### config.mk
export PLATFORM = sky130hd
export DESIGN_NAME = seqtrig
export DESIGN_NICKNAME = d
export VERILOG_FILES = /design/src/rtl/seqtrig.sv
export SDC_FILE = /design/constraint.sdc
export NUM_CORES = 1
export LEC_CHECK = 0
export CAP_MARGIN = 10
export CORE_AREA = 2 2 137 139
export CTS_BUF_LIST = sky130_fd_sc_hd__clkbuf_4
export DETAILED_ROUTE_END_ITERATION = 10
export DIE_AREA = 0 0 139 141
export GPL_TIMING_DRIVEN = 0
export SETUP_SLACK_MARGIN = 0.2
export SLEW_MARGIN = 20
export SYNTH_ARGS = -nofsm -noshare
export SYNTH_HDL_FRONTEND = slang
export SYNTH_SLANG_ARGS = --single-unit
### constraint.sdc
create_clock -name clk -period 5.3 [get_ports clk]
set_input_delay 0.795 -clock clk [delete_from_list [all_inputs] [get_ports clk]]
set_output_delay 0.795 -clock clk [all_outputs]
set_load 0.1 [all_outputs]
### src/rtl/seqtrig.sv
// seqtrig: multi-stage sequential trigger for debug capture (masked compare, per-stage counts).
// Latency: trigger/armed/stage/hit_count are registered; trigger is visible the cycle after the final qualifying sample.
// Backpressure: none; one sample per enabled clk. Optional inter-stage timeout via `define SEQTRIG_TIMEOUT_EN.
module seqtrig #(
   parameter int DINBITS   = 8,
   parameter int COUNTBITS = 8,
   parameter int NSTAGES   = 4,
   parameter int TIMEOUT   = 256,
   localparam int SB       = (NSTAGES > 1) ? $clog2(NSTAGES) : 1
) (
   input  logic                 clk,
   input  logic                 reset,
   input  logic                 enable,
   input  logic [DINBITS-1:0]   din,
   input  logic                 arm,
   input  logic                 disarm,
   input  logic                 cfg_we,
   input  logic [SB-1:0]        cfg_stage,
   input  logic [DINBITS-1:0]   cfg_value,
   input  logic [DINBITS-1:0]   cfg_mask,
   input  logic [COUNTBITS-1:0] cfg_count,
   output logic                 trigger,
   output logic                 armed,
   output logic [SB-1:0]        stage,
   output logic [COUNTBITS-1:0] hit_count
);

   // Sequencer states
   localparam logic [1:0] S_IDLE  = 2'd0;
   localparam logic [1:0] S_ARMED = 2'd1;
   localparam logic [1:0] S_FIRED = 2'd2;

   localparam logic [SB-1:0]        LAST_STAGE = SB'(NSTAGES - 1);
   // One extra bit so that NSTAGES itself is representable for the range check.
   localparam logic [SB:0]          NUM_STAGES = (SB + 1)'(NSTAGES);
   localparam logic [COUNTBITS-1:0] CNT_ONE    = COUNTBITS'(1);

   logic [1:0]           state_q,   state_d;
   logic [SB-1:0]        stage_q,   stage_d;
   logic [COUNTBITS-1:0] hit_q,     hit_d;
   logic                 trigger_q, trigger_d;
   logic                 armed_q,   armed_d;

   logic [DINBITS-1:0]   value_q [NSTAGES];
   logic [DINBITS-1:0]   value_d [NSTAGES];
   logic [DINBITS-1:0]   mask_q  [NSTAGES];
   logic [DINBITS-1:0]   mask_d  [NSTAGES];
   logic [COUNTBITS-1:0] count_q [NSTAGES];
   logic [COUNTBITS-1:0] count_d [NSTAGES];

   logic [DINBITS-1:0]   cur_value;
   logic [DINBITS-1:0]   cur_mask;
   logic [COUNTBITS-1:0] cur_count;
   logic [COUNTBITS-1:0] eff_count;
   logic [COUNTBITS:0]   hit_inc;
   logic                 qualify;
   logic                 stage_done;
   logic                 cfg_ok;
   logic                 timer_expire;

   // Current-stage compare and completion detect, straight off the live inputs.
   always_comb begin
      cur_value  = value_q[stage_q];
      cur_mask   = mask_q[stage_q];
      cur_count  = count_q[stage_q];
      // A programmed count of zero behaves like one so a stage can never be skipped.
      eff_count  = (cur_count == '0) ? CNT_ONE : cur_count;
      qualify    = enable && (((din ^ cur_value) & cur_mask) == '0);
      // Widened by one bit; hit_q stays below eff_count so this never wraps anyway.
      hit_inc    = {1'b0, hit_q} + {{COUNTBITS{1'b0}}, 1'b1};
      stage_done = (hit_inc >= {1'b0, eff_count});
   end

   // Stage configuration is only writable while idle and for existing stages.
   always_comb begin
      cfg_ok = cfg_we && (state_q == S_IDLE) && ({1'b0, cfg_stage} < NUM_STAGES);
      for (int i = 0; i < NSTAGES; i++) begin
         value_d[i] = value_q[i];
         mask_d[i]  = mask_q[i];
         count_d[i] = count_q[i];
         if (cfg_ok && (cfg_stage == SB'(i))) begin
            value_d[i] = cfg_value;
            mask_d[i]  = cfg_mask;
            count_d[i] = cfg_count;
         end
      end
   end

   // Configuration registers; reset to match-anything, count of one.
   always_ff @(posedge clk) begin
      if (reset) begin
         for (int i = 0; i < NSTAGES; i++) begin
            value_q[i] <= '0;
            mask_q[i]  <= '0;
            count_q[i] <= CNT_ONE;
         end
      end else begin
         for (int i = 0; i < NSTAGES; i++) begin
            value_q[i] <= value_d[i];
            mask_q[i]  <= mask_d[i];
            count_q[i] <= count_d[i];
         end
      end
   end

`ifdef SEQTRIG_TIMEOUT_EN
   localparam int TW = (TIMEOUT > 1) ? $clog2(TIMEOUT + 1) : 1;
   localparam logic [TW-1:0] TMO_LAST = TW'(TIMEOUT - 1);

   logic [TW-1:0] timer_q, timer_d;

   // Inter-stage timer: counts idle cycles past stage 0; any qualifying sample,
   // stage change, arm/disarm or the expiry itself brings it back to zero.
   always_comb begin
      timer_expire = (state_q == S_ARMED) && (stage_q != '0) && (timer_q == TMO_LAST);
      timer_d      = '0;
      if ((state_q == S_ARMED) && !disarm && !arm && (stage_q != '0)
          && !qualify && !timer_expire) begin
         timer_d = timer_q + 1'b1;
      end
   end

   // Timer register.
   always_ff @(posedge clk) begin
      if (reset) begin
         timer_q <= '0;
      end else begin
         timer_q <= timer_d;
      end
   end
`else
   // Without the timeout option a stage waits forever.
   always_comb begin
      timer_expire = 1'b0;
   end
`endif

   // Sequencer next state: disarm beats arm, arm beats sample processing.
   always_comb begin
      state_d = state_q;
      stage_d = stage_q;
      hit_d   = hit_q;
      if (disarm) begin
         state_d = S_IDLE;
         stage_d = '0;
         hit_d   = '0;
      end else if (arm) begin
         // Restart from stage 0 and drop whatever sample arrives this cycle.
         state_d = S_ARMED;
         stage_d = '0;
         hit_d   = '0;
      end else if (state_q == S_ARMED) begin
         if (qualify) begin
            if (stage_done) begin
               if (stage_q == LAST_STAGE) begin
                  // stage/hit_count freeze at their final values in FIRED.
                  state_d = S_FIRED;
               end else begin
                  stage_d = stage_q + 1'b1;
                  hit_d   = '0;
               end
            end else begin
               hit_d = hit_inc[COUNTBITS-1:0];
            end
         end else if (timer_expire) begin
            // Timed out waiting for a later stage: fall back, stay armed.
            stage_d = '0;
            hit_d   = '0;
         end
      end
      trigger_d = (state_d == S_FIRED);
      armed_d   = (state_d == S_ARMED);
   end

   // Sequencer registers.
   always_ff @(posedge clk) begin
      if (reset) begin
         state_q   <= S_IDLE;
         stage_q   <= '0;
         hit_q     <= '0;
         trigger_q <= 1'b0;
         armed_q   <= 1'b0;
      end else begin
         state_q   <= state_d;
         stage_q   <= stage_d;
         hit_q     <= hit_d;
         trigger_q <= trigger_d;
         armed_q   <= armed_d;
      end
   end

   assign trigger   = trigger_q;
   assign armed     = armed_q;
   assign stage     = stage_q;
   assign hit_count = hit_q;

endmodule

==> results of run 1 <==
==> through the flow <==
step	worst slack (ns)	total power [mW]
6_report	0.6616	1.623
5_1_grt	0.3246	1.685
4_1_cts	0.6015	1.638
3_5_place_dp	0.6707	1.161
3_3_place_gp	0.6386	1.157
2_1_floorplan	1.544	1.088
==> sequential cells by signal, indices dropped and copies added (netlist names), named ones only <==
signal     flops
value_q       32
trigger        1
state_q        2
count_q       32
hit_count      8
armed          1
mask_q        32
stage          2
==> cells by family (layout without fill, tap and decap cells) <==
| logic type | after synthesis | after routing | synth area share |
|---|---|---|---|
| AND/OR/NAND/NOR | 167 | 167 | 0.1826 |
| other | 0 | 1 | 0 |
| multiplexers | 17 | 17 | 0.05122 |
| AO/OA/AOI/OAI | 45 | 45 | 0.06509 |
| buffers and inverters | 27 | 94 | 0.02021 |
| flip-flops | 112 | 112 | 0.6015 |
| XOR/XNOR | 34 | 34 | 0.05592 |
| adder cells (fa/ha/maj) | 10 | 10 | 0.02350 |
==> layer usage <==
metal,GRT usage,up-vias,share of wire
met5,0,-,0
met4,0.03456,0,0.0094
met3,0.03193,10,0.053
met2,0.2017,85,0.48
met1,0.1666,1612,0.46
li1,-,1618,-
==> worst max-delay path: stages, from the launching register on <==
cell       delay, ns
dfxtp_1         0.54
buf_2           0.29
buf_2           0.38
mux4_2          0.60
nor4_1          0.30
a41o_1          0.23
ha_1            0.22
nand2b_1        0.13
a2111oi_0       0.39
o21ai_0         0.19
a311o_1         0.48
a211oi_2        0.48
a31oi_1         0.15
a21bo_2         0.20
==> worst min path at each step <==
stage,startpoint,end,cells after the start,slack (ns)
floorplan,state_q[0],state_q[1],2,0.46
global placement,state_q[0],state_q[1],2,0.48
detailed placement,state_q[0],state_q[1],2,0.49
CTS,state_q[0],state_q[1],2,0.51
global route,state_q[0],state_q[1],2,0.59
finish,state_q[0],state_q[1],2,0.53
==> power groups by stage <==
stage / Sequential [mW] / Combinational [mW] / Clock, mW
finish: 1.00 / 0.136 / 0.485
global route: 1.01 / 0.150 / 0.529
CTS: 1.00 / 0.138 / 0.497
detailed placement: 1.02 / 0.138 / 0
global placement: 1.02 / 0.136 / 0
floorplan: 1.02 / 0.0657 / 0
==> placed cells by master, fill, tap and decap left out, types with 4 or more instances in the layout <==
master,Yosys,layout
mux2i_1,7,7
edfxtp_1,96,96
buf_2,5,5
and2_1,93,93
clkbuf_1,10,10
dfxtp_1,16,16
a22o_1,4,4
nor3_1,5,5
inv_1,12,12
and3_1,6,6
nand2b_1,8,8
nor2_1,10,10
nand2_1,16,16
o21ai_0,8,8
a31o_2,5,5
xnor2_1,10,10
mux4_2,8,8
a31oi_1,4,4
ha_1,10,10
xor2_1,24,24
clkdlybuf4s50_1,0,51
nand3_1,15,15
clkbuf_4,0,9
==> synth_stat cells (2+ instances only) <==
master    number  share of area
nor4_1         2         0.0023
xnor2_1       10          0.016
nor2b_1        2         0.0023
nor3_1         5         0.0047
nand3_1       15          0.014
o21ai_0        8         0.0075
and3_1         6         0.0070
a31o_2         5         0.0082
buf_2          5         0.0047
or3_1          2         0.0023
dfxtp_1       16          0.060
a22o_1         4         0.0066
a22oi_1        2         0.0028
mux4_2         8          0.034
o311ai_0       2         0.0033
a31oi_1        4         0.0047
ha_1          10          0.023
edfxtp_1      96           0.54
nand2_1       16          0.011
nand4_1        2         0.0023
a311oi_1       2         0.0033
mux2_2         2         0.0042
nand2b_1       8         0.0094
and2_1        93           0.11
xor2_1        24          0.039
inv_1         12         0.0085
mux2i_1        7          0.013
clkbuf_1      10         0.0070
nor2_1        10         0.0070
a21oi_1        2         0.0019
==> area by class of cell <==
class / count / area [µm²] / share of cell area
Timing Repair Buffer: 51 / 510.5 / 0.08105
Sequential cell: 112 / 3203 / 0.5085
Clock buffer: 9 / 67.56 / 0.01073
Multi-Input combinational cell: 273 / 2014 / 0.3198
Inverter: 12 / 45.04 / 0.007151
Tap cell: 234 / 292.8 / 0.04648
Antenna cell: 1 / 2.502 / 0.0003973
Buffer: 15 / 62.56 / 0.009932
Clock inverter: 7 / 100.1 / 0.01589
==> metrics.md, run 1 <==
| Metric | Value |
|---|---|
| Ports | `52` |
| Startpoint types | `flop` |
| # nets final | `524` |
| Setup Skew | `0.02623 ns` |
| Initial Utilization | `0.2915` |
| CTS sink cnt | `112` |
| Post-synthesis sequential area ratio | `0.6015` |
| Critical-path maximum fanout | `10` |
| Core area | `0.01827 mm²` |
| Distinct cells, synth | `52` |
| Post-Layout Cell Count | `714` |
| PortBufs | `51` |
| Die H | `141 µm` |
| Max Root-Sink Buffers | `2` |
| Final Core Density | `0.3448` |
| Chip Width | `139 µm` |
| Worst hold-check path type | `reg -> reg` |
| Reg2reg path depth | `13` |
| Clock Pin Slew Worst Setup and Hold Paths | `0.16 ns` |
| GPL Wtd Cong | `0.7941` |
| Placed Cells | `697` |
| Gate Count Post-Synth | `412` |
| Gr usage total | `0.1245` |
| First-pass DRT Iterations | `4` |
| Worst R2R End | `hit_count[2]` |
| Row cnt | `50` |
| CTS tree | `done` |
| Synth Area per Inst | `12.93 µm²` |
| Final worst path period share | `0.8752` |
| FF-to-FF setup slack | `0.66 ns` |
| Seq pwr share | `0.617` |
| RSZ-0062 raised after global routing | `no` |
| Worst vdd ir | `0.1514 mV` |
| Endpoints failing setup | `0` |
| Net Switching | `374.6 µW` |
| DR iter-0 viols | `190` |
| Final hold slack | `0.5337 ns` |
| Global-route wire length before repair | `18790 µm` |
| Pwr Density | `257.7 mW/mm²` |
| Maxcap violations | `0` |
| Logic pwr share | `0.084` |
| CP Capture Type | `flop` |
| Clock latency at the later pin of the worst-skew pair | `0.47 ns` |
| Placed cell area | `0.006128 mm²` |
| Worst path required time | `5.72 ns` |
| Min Tclk post-route | `4.638 ns` |
| Layout cells sized above 1 | `0.08351` |
| Fin. max-slew vios | `0` |
| Arrival time of the worst setup path | `5.06 ns` |
| Resize count post-CTS | `0` |
| Htree depth | `3` |
| Post-DP HPWL | `8084 µm` |
| Post-synth EDFFs | `96` |
| Synth warnings | `0` |
| Filler cell count in the final layout | `1843` |
| Area growth, synth to finish | `18.28%` |
| Number of global-route vias before repair | `3401` |
| Critical path destination | `hit_count[2]` |
| # DRC | `0` |
| Clk pwr share | `0.299` |
| Wire per inst | `16.39 µm` |
| Largest net degree at the start of global routing | `25` |
| Detail Route Antenna Nets | `0` |
| Net switching fraction of the power | `0.2308` |
| Syn Std Cell Area | `0.005325 mm²` |
| Wirelength, routed | `11700 µm` |
| Relative slew slack | `0.3530` |
| Fraction of registers with async set/reset | `0` |
| Synth Flop Type | `edfxtp_1` |
| Total Neg Setup Slack | `0 ns` |
| Postcts setup bufs | `0` |
| Vias/cell | `4.657` |
| Vias | `3325` |
| Critical path type | `reg -> reg` |
| Seq cells post-synth | `112` |
| CTS buffer count | `9` |
| Outcome | `finished clean` |
| Int Power | `1.249 mW` |
| Initial antenna violation count | `1` |
| Hold_buf cts | `0` |
| Final hold vios | `0` |
| Worst Max-Slew Pin Slew | `0.9675 ns` |
| Fmax | `215.6 MHz` |
| Clock root cell | `clkbuf_4` |
| Die area | `0.01960 mm²` |
| Final Instance Area | `0.006299 mm²` |
| Gr ovfl total | `0` |
| Syn Nets | `462` |
| Static Leak | `2.325 nW` |
Power figures use the tool's default switching activity.
==> run 2: changes to the inputs <==
- CORE_AREA: 2 2 137 139 -> 2 2 152 125
- DIE_AREA: 0 0 139 141 -> 0 0 154 127
==> metrics.md, run 2 (synthesized netlist as in run 1, its figures left out) <==
| Metric | Value |
|---|---|
| Die area | `0.01956 mm²` |
| Max Root-Sink Buffers | `2` |
| Htree depth | `3` |
| Final worst path period share | `0.8705` |
| Worst Max-Slew Pin Slew | `0.9796 ns` |
| Setup Skew | `0.02694 ns` |
| Core area | `0.01789 mm²` |
| First-pass DRT Iterations | `6` |
| Fin. max-slew vios | `0` |
| GPL Wtd Cong | `0.8170` |
| CP top delay family | `compound AO/OA/AOI/OAI gates` |
| Fmax | `216.7 MHz` |
| Number of global-route vias before repair | `3338` |
| Total Neg Setup Slack | `0 ns` |
| Critical-path maximum fanout | `10` |
| Static Leak | `2.300 nW` |
| Post-Layout Cell Count | `710` |
| Chip Width | `154 µm` |
| Crit path cell chain | `buf_2 -> buf_2 -> mux4_2 -> nor4_1 -> a41o_1 -> ha_1 -> nand2b_1 -> a2111oi_0 -> o21ai_0 -> a311o_1 -> a211oi_2 -> a31oi_1 -> a21bo_2` |
| Maxcap violations | `0` |
| RSZ-0062 raised after global routing | `no` |
| CP bufs+invs | `2` |
| # nets final | `524` |
| Die H | `127 µm` |
| Row cnt | `44` |
| Wire per inst | `16.80 µm` |
| Gr ovfl total | `0` |
| Clock root cell | `clkbuf_4` |
| Outcome | `finished clean` |
| Critical Path Max Stage Delay | `0.59 ns` |
| Layout cells sized above 1 | `0.08559` |
| DR iter-0 viols | `343` |
| Top cell by count, worst path | `buf_2` |
| Final Core Density | `0.3497` |
| Clock Pin Slew Worst Setup and Hold Paths | `0.17 ns` |
| Final hold vios | `0` |
| Worst hold-check path type | `reg -> reg` |
| Met1 Track Usage GR | `0.1731` |
| Crit-path slowest cell | `mux4_2` |
| PnR worst setup slack | `0.6862 ns` |
| Commonest non-fill, non-tap cell in the layout | `edfxtp_1` |
| Min Tclk post-route | `4.614 ns` |
| Final Instance Area | `0.006257 mm²` |
| Arrival time of the worst setup path | `5.05 ns` |
| Gr usage total | `0.1248` |
| Detail Route Antenna Nets | `0` |
| Critical path type | `reg -> reg` |
| CTS tree | `done` |
| M2 GR Usage | `0.2007` |
| Vias | `3375` |
| Most frequent cells in the layout | `96 x edfxtp_1, 93 x and2_1, 51 x clkdlybuf4s50_1, 24 x xor2_1` |
| Area growth, synth to finish | `17.50%` |
| Initial Utilization | `0.2976` |
| Endpoints failing setup | `0` |
| Layer with the highest usage | `met2` |
| Worst vdd ir | `0.1039 mV` |
| Postcts setup bufs | `0` |
| Resize count post-CTS | `0` |
| Vias/cell | `4.754` |
| Grt met3 use | `0.02883` |
| PortBufs | `51` |
| Global-route wire length before repair | `18400 µm` |
| # DRC | `0` |
| Largest registers | `count_q (32), mask_q (32), value_q (32)` |
| CP Capture Type | `flop` |
| CTS buffer count | `9` |
| Final hold slack | `0.5198 ns` |
| Relative slew slack | `0.3449` |
| CTS sink cnt | `112` |
| Placed cell area | `0.006123 mm²` |
| Hold_buf cts | `0` |
| Worst path required time | `5.73 ns` |
| Largest net degree at the start of global routing | `25` |
| Post-DP HPWL | `8194 µm` |
| Clock latency at the later pin of the worst-skew pair | `0.48 ns` |
| Wirelength, routed | `11930 µm` |
| Place WS | `0.6572 ns` |
| Pwr Density | `248.2 mW/mm²` |
| Startpoint types | `flop` |
| Placed Cells | `693` |
| Total power | `1.553 mW` |
| Initial antenna violation count | `1` |
| Ports | `52` |
-- run 2: cell types whose count changed in the layout (fill, tap and decap cells not counted) --
cell        previous run  this run
bufinv_16              2         0
clkinvlp_4             0         2
clkinv_1               1         0
clkinv_2               1         0
clkinv_4               1         2
inv_6                  0         1
-- run 2: routing by layer --
metal	wire length (µm)	share of wire
met5	0	0
met4	84	0.0070
met3	660	0.055
met2	5413	0.45
met1	5769	0.48
-- run 2: final timing paths --
check	from	to	slack [ns]	cells past startpoint
worst max-delay path	flop	hit_count[2]	0.69	13
worst min-delay path	state_q[0]	state_q[1]	0.52	2
worst max register to register	flop	hit_count[2]	0.69	13
worst min register to register	state_q[0]	state_q[1]	0.52	2
-- run 2: layout make-up --
type	count	area, µm²
Timing Repair Buffer	51	510.5
Sequential cell	112	3203
Clock buffer	9	67.56
Tap cell	230	287.8
Fill cell	1751	11630
Inverter	12	45.04
Antenna cell	1	2.502
Buffer	15	62.56
Clock inverter	7	63.81
Multi-Input combinational cell	273	2014
-- run 2: power by group --
part | switching (mW) | internal, mW
logic | 0.0763 | 0.0596
registers | 0.0102 | 0.992
clock network | 0.308 | 0.106
total | 0.395 | 1.16
-- run 2: tightest hold or removal path, stage by stage (launching register included) --
cell and delay (ns):
dfxtp_1 0.37, nand2_1 0.06, o21ai_0 0.06
==> run 3: changes to the inputs <==
- CORE_AREA: 2 2 152 125 -> 2 2 112 169
- DIE_AREA: 0 0 154 127 -> 0 0 114 171
==> metrics.md, run 3 (synthesized netlist as in run 1, its figures left out) <==
| Metric | Value |
|---|---|
| Clock root cell | `clkbuf_4` |
| Total Neg Setup Slack | `0 ns` |
| Critical path type | `reg -> reg` |
| Wire per inst | `16.71 µm` |
| Core area | `0.01816 mm²` |
| Gr usage total | `0.1242` |
| Crit-path slowest cell | `mux4_2` |
| Die H | `171 µm` |
| Initial antenna violation count | `1` |
| Worst Max-Slew Pin Slew | `0.9874 ns` |
| Total power | `1.578 mW` |
| Startpoint types | `flop` |
| Ports | `52` |
| Pwr Density | `252.2 mW/mm²` |
| Crit. path cell count | `13` |
| CP bufs+invs | `2` |
| Worst hold-check path type | `reg -> reg` |
| Post-DP HPWL | `8325 µm` |
| Arrival time of the worst setup path | `5.01 ns` |
| Filler cell count in the final layout | `1806` |
| Fmax | `218.3 MHz` |
| Maxcap violations | `0` |
| Vias/cell | `4.806` |
| Layout cells sized above 1 | `0.08351` |
| Most frequent cells in the layout | `96 x edfxtp_1, 93 x and2_1, 51 x clkdlybuf4s50_1, 24 x xor2_1` |
| Worst vdd ir | `0.09986 mV` |
| Setup Skew | `0.03515 ns` |
| Static Leak | `2.314 nW` |
| Hold_buf cts | `0` |
| Final worst path period share | `0.8644` |
| # nets final | `524` |
| CTS tree | `done` |
| Placed cell area | `0.006111 mm²` |
| Initial Utilization | `0.2932` |
| Relative slew slack | `0.3397` |
| Gr ovfl total | `0` |
| GPL Wtd Cong | `0.7909` |
| CP Capture Type | `flop` |
| Htree depth | `3` |
| Row cnt | `61` |
| # DRC | `0` |
| Hold path depth | `2` |
| Detail Route Antenna Nets | `0` |
| Commonest non-fill, non-tap cell in the layout | `edfxtp_1` |
| Die area | `0.01949 mm²` |
| Clock Pin Slew Worst Setup and Hold Paths | `0.17 ns` |
| Wirelength, routed | `11700 µm` |
| Largest net degree at the start of global routing | `25` |
| Critical-path maximum fanout | `10` |
| DR iter-0 viols | `181` |
| Vias | `3364` |
| CTS buffer count | `9` |
| Final hold slack | `0.5237 ns` |
| PortBufs | `51` |
| Fin. max-slew vios | `0` |
| Largest registers | `count_q (32), mask_q (32), value_q (32)` |
| Global-route wire length before repair | `18250 µm` |
| Outcome | `finished clean` |
| First-pass DRT Iterations | `5` |
| Area growth, synth to finish | `17.50%` |
| Resize count post-CTS | `0` |
| RSZ-0062 raised after global routing | `no` |
| Worst path required time | `5.73 ns` |
| Min Tclk post-route | `4.582 ns` |
| Final Instance Area | `0.006257 mm²` |
| Postcts setup bufs | `0` |
| Critical Path Max Stage Delay | `0.58 ns` |
| Final hold vios | `0` |
| CTS sink cnt | `112` |
| Crit path cell chain | `buf_2 -> buf_2 -> mux4_2 -> nor4_1 -> a41o_1 -> ha_1 -> nand2b_1 -> a2111oi_0 -> o21ai_0 -> a311o_1 -> a211oi_2 -> a31oi_1 -> a21bo_2` |
| Clock latency at the later pin of the worst-skew pair | `0.47 ns` |
| Endpoints failing setup | `0` |
| Chip Width | `114 µm` |
| Max Root-Sink Buffers | `2` |
| Reg2reg path depth | `13` |
| CP top delay family | `compound AO/OA/AOI/OAI gates` |
| Number of global-route vias before repair | `3460` |
| Top cell by count, worst path | `buf_2` |
-- run 3: changes by cell type in the layout (fill, tap and decap cells not counted) --
| cell | delta |
|---|---|
| bufinv_16 | +1 |
| inv_6 | +2 |
| clkinv_1 | +1 |
| inv_8 | -1 |
| clkinv_4 | -2 |
| clkinv_2 | +1 |
| clkinvlp_4 | -2 |
-- run 3: power by group --
part           switching, mW  internal, mW  leakage (nW)
Combinational         0.0760        0.0597          1.08
Sequential            0.0104         0.992          1.15
Clock                  0.289         0.150        0.0807
-- run 3: final timing paths --
path,from,slack [ns],endpoint
worst max-delay path,flop,0.72,hit_count[2]
worst min-delay path,state_q[0],0.52,state_q[1]
worst min register to register,state_q[0],0.52,state_q[1]
worst max register to register,flop,0.72,hit_count[2]
-- run 3: metrics by stage --
step / worst slack, ns / cells / utilization
floorplan: 1.544 / 412 / -
global placement: 0.7156 / 683 / 0.3364
detailed placement: 0.6951 / 683 / 0.3364
CTS: 0.6307 / 699 / 0.3443
global route: 0.3337 / 700 / 0.3445
finish: 0.7185 / 700 / 0.3445
-- run 3: area by class of cell --
class | instances | area, µm² | area share
Buffer | 15 | 62.56 | 0.009998
Inverter | 12 | 45.04 | 0.007199
Clock buffer | 9 | 67.56 | 0.01080
Tap cell | 220 | 275.3 | 0.04399
Clock inverter | 7 | 76.32 | 0.01220
Sequential cell | 112 | 3203 | 0.5119
Multi-Input combinational cell | 273 | 2014 | 0.3219
Timing Repair Buffer | 51 | 510.5 | 0.08158
Antenna cell | 1 | 2.502 | 0.0003999
-- run 3: worst register-to-register path: stages (launching register included) --
cell and delay [ns]:
dfxtp_1 0.55, buf_2 0.28, buf_2 0.37, mux4_2 0.59
nor4_1 0.37, a41o_1 0.23, ha_1 0.22, nand2b_1 0.14
a2111oi_0 0.35, o21ai_0 0.18, a311o_1 0.47, a211oi_2 0.47
a31oi_1 0.14, a21bo_2 0.20
-- run 3: metal layers --
metal,track usage,share of wire,up-vias
li1,-,-,1620
met1,0.1407,0.40,1645
met2,0.2301,0.54,83
met3,0.02409,0.040,16
met4,0.04348,0.020,0
met5,0,0,-
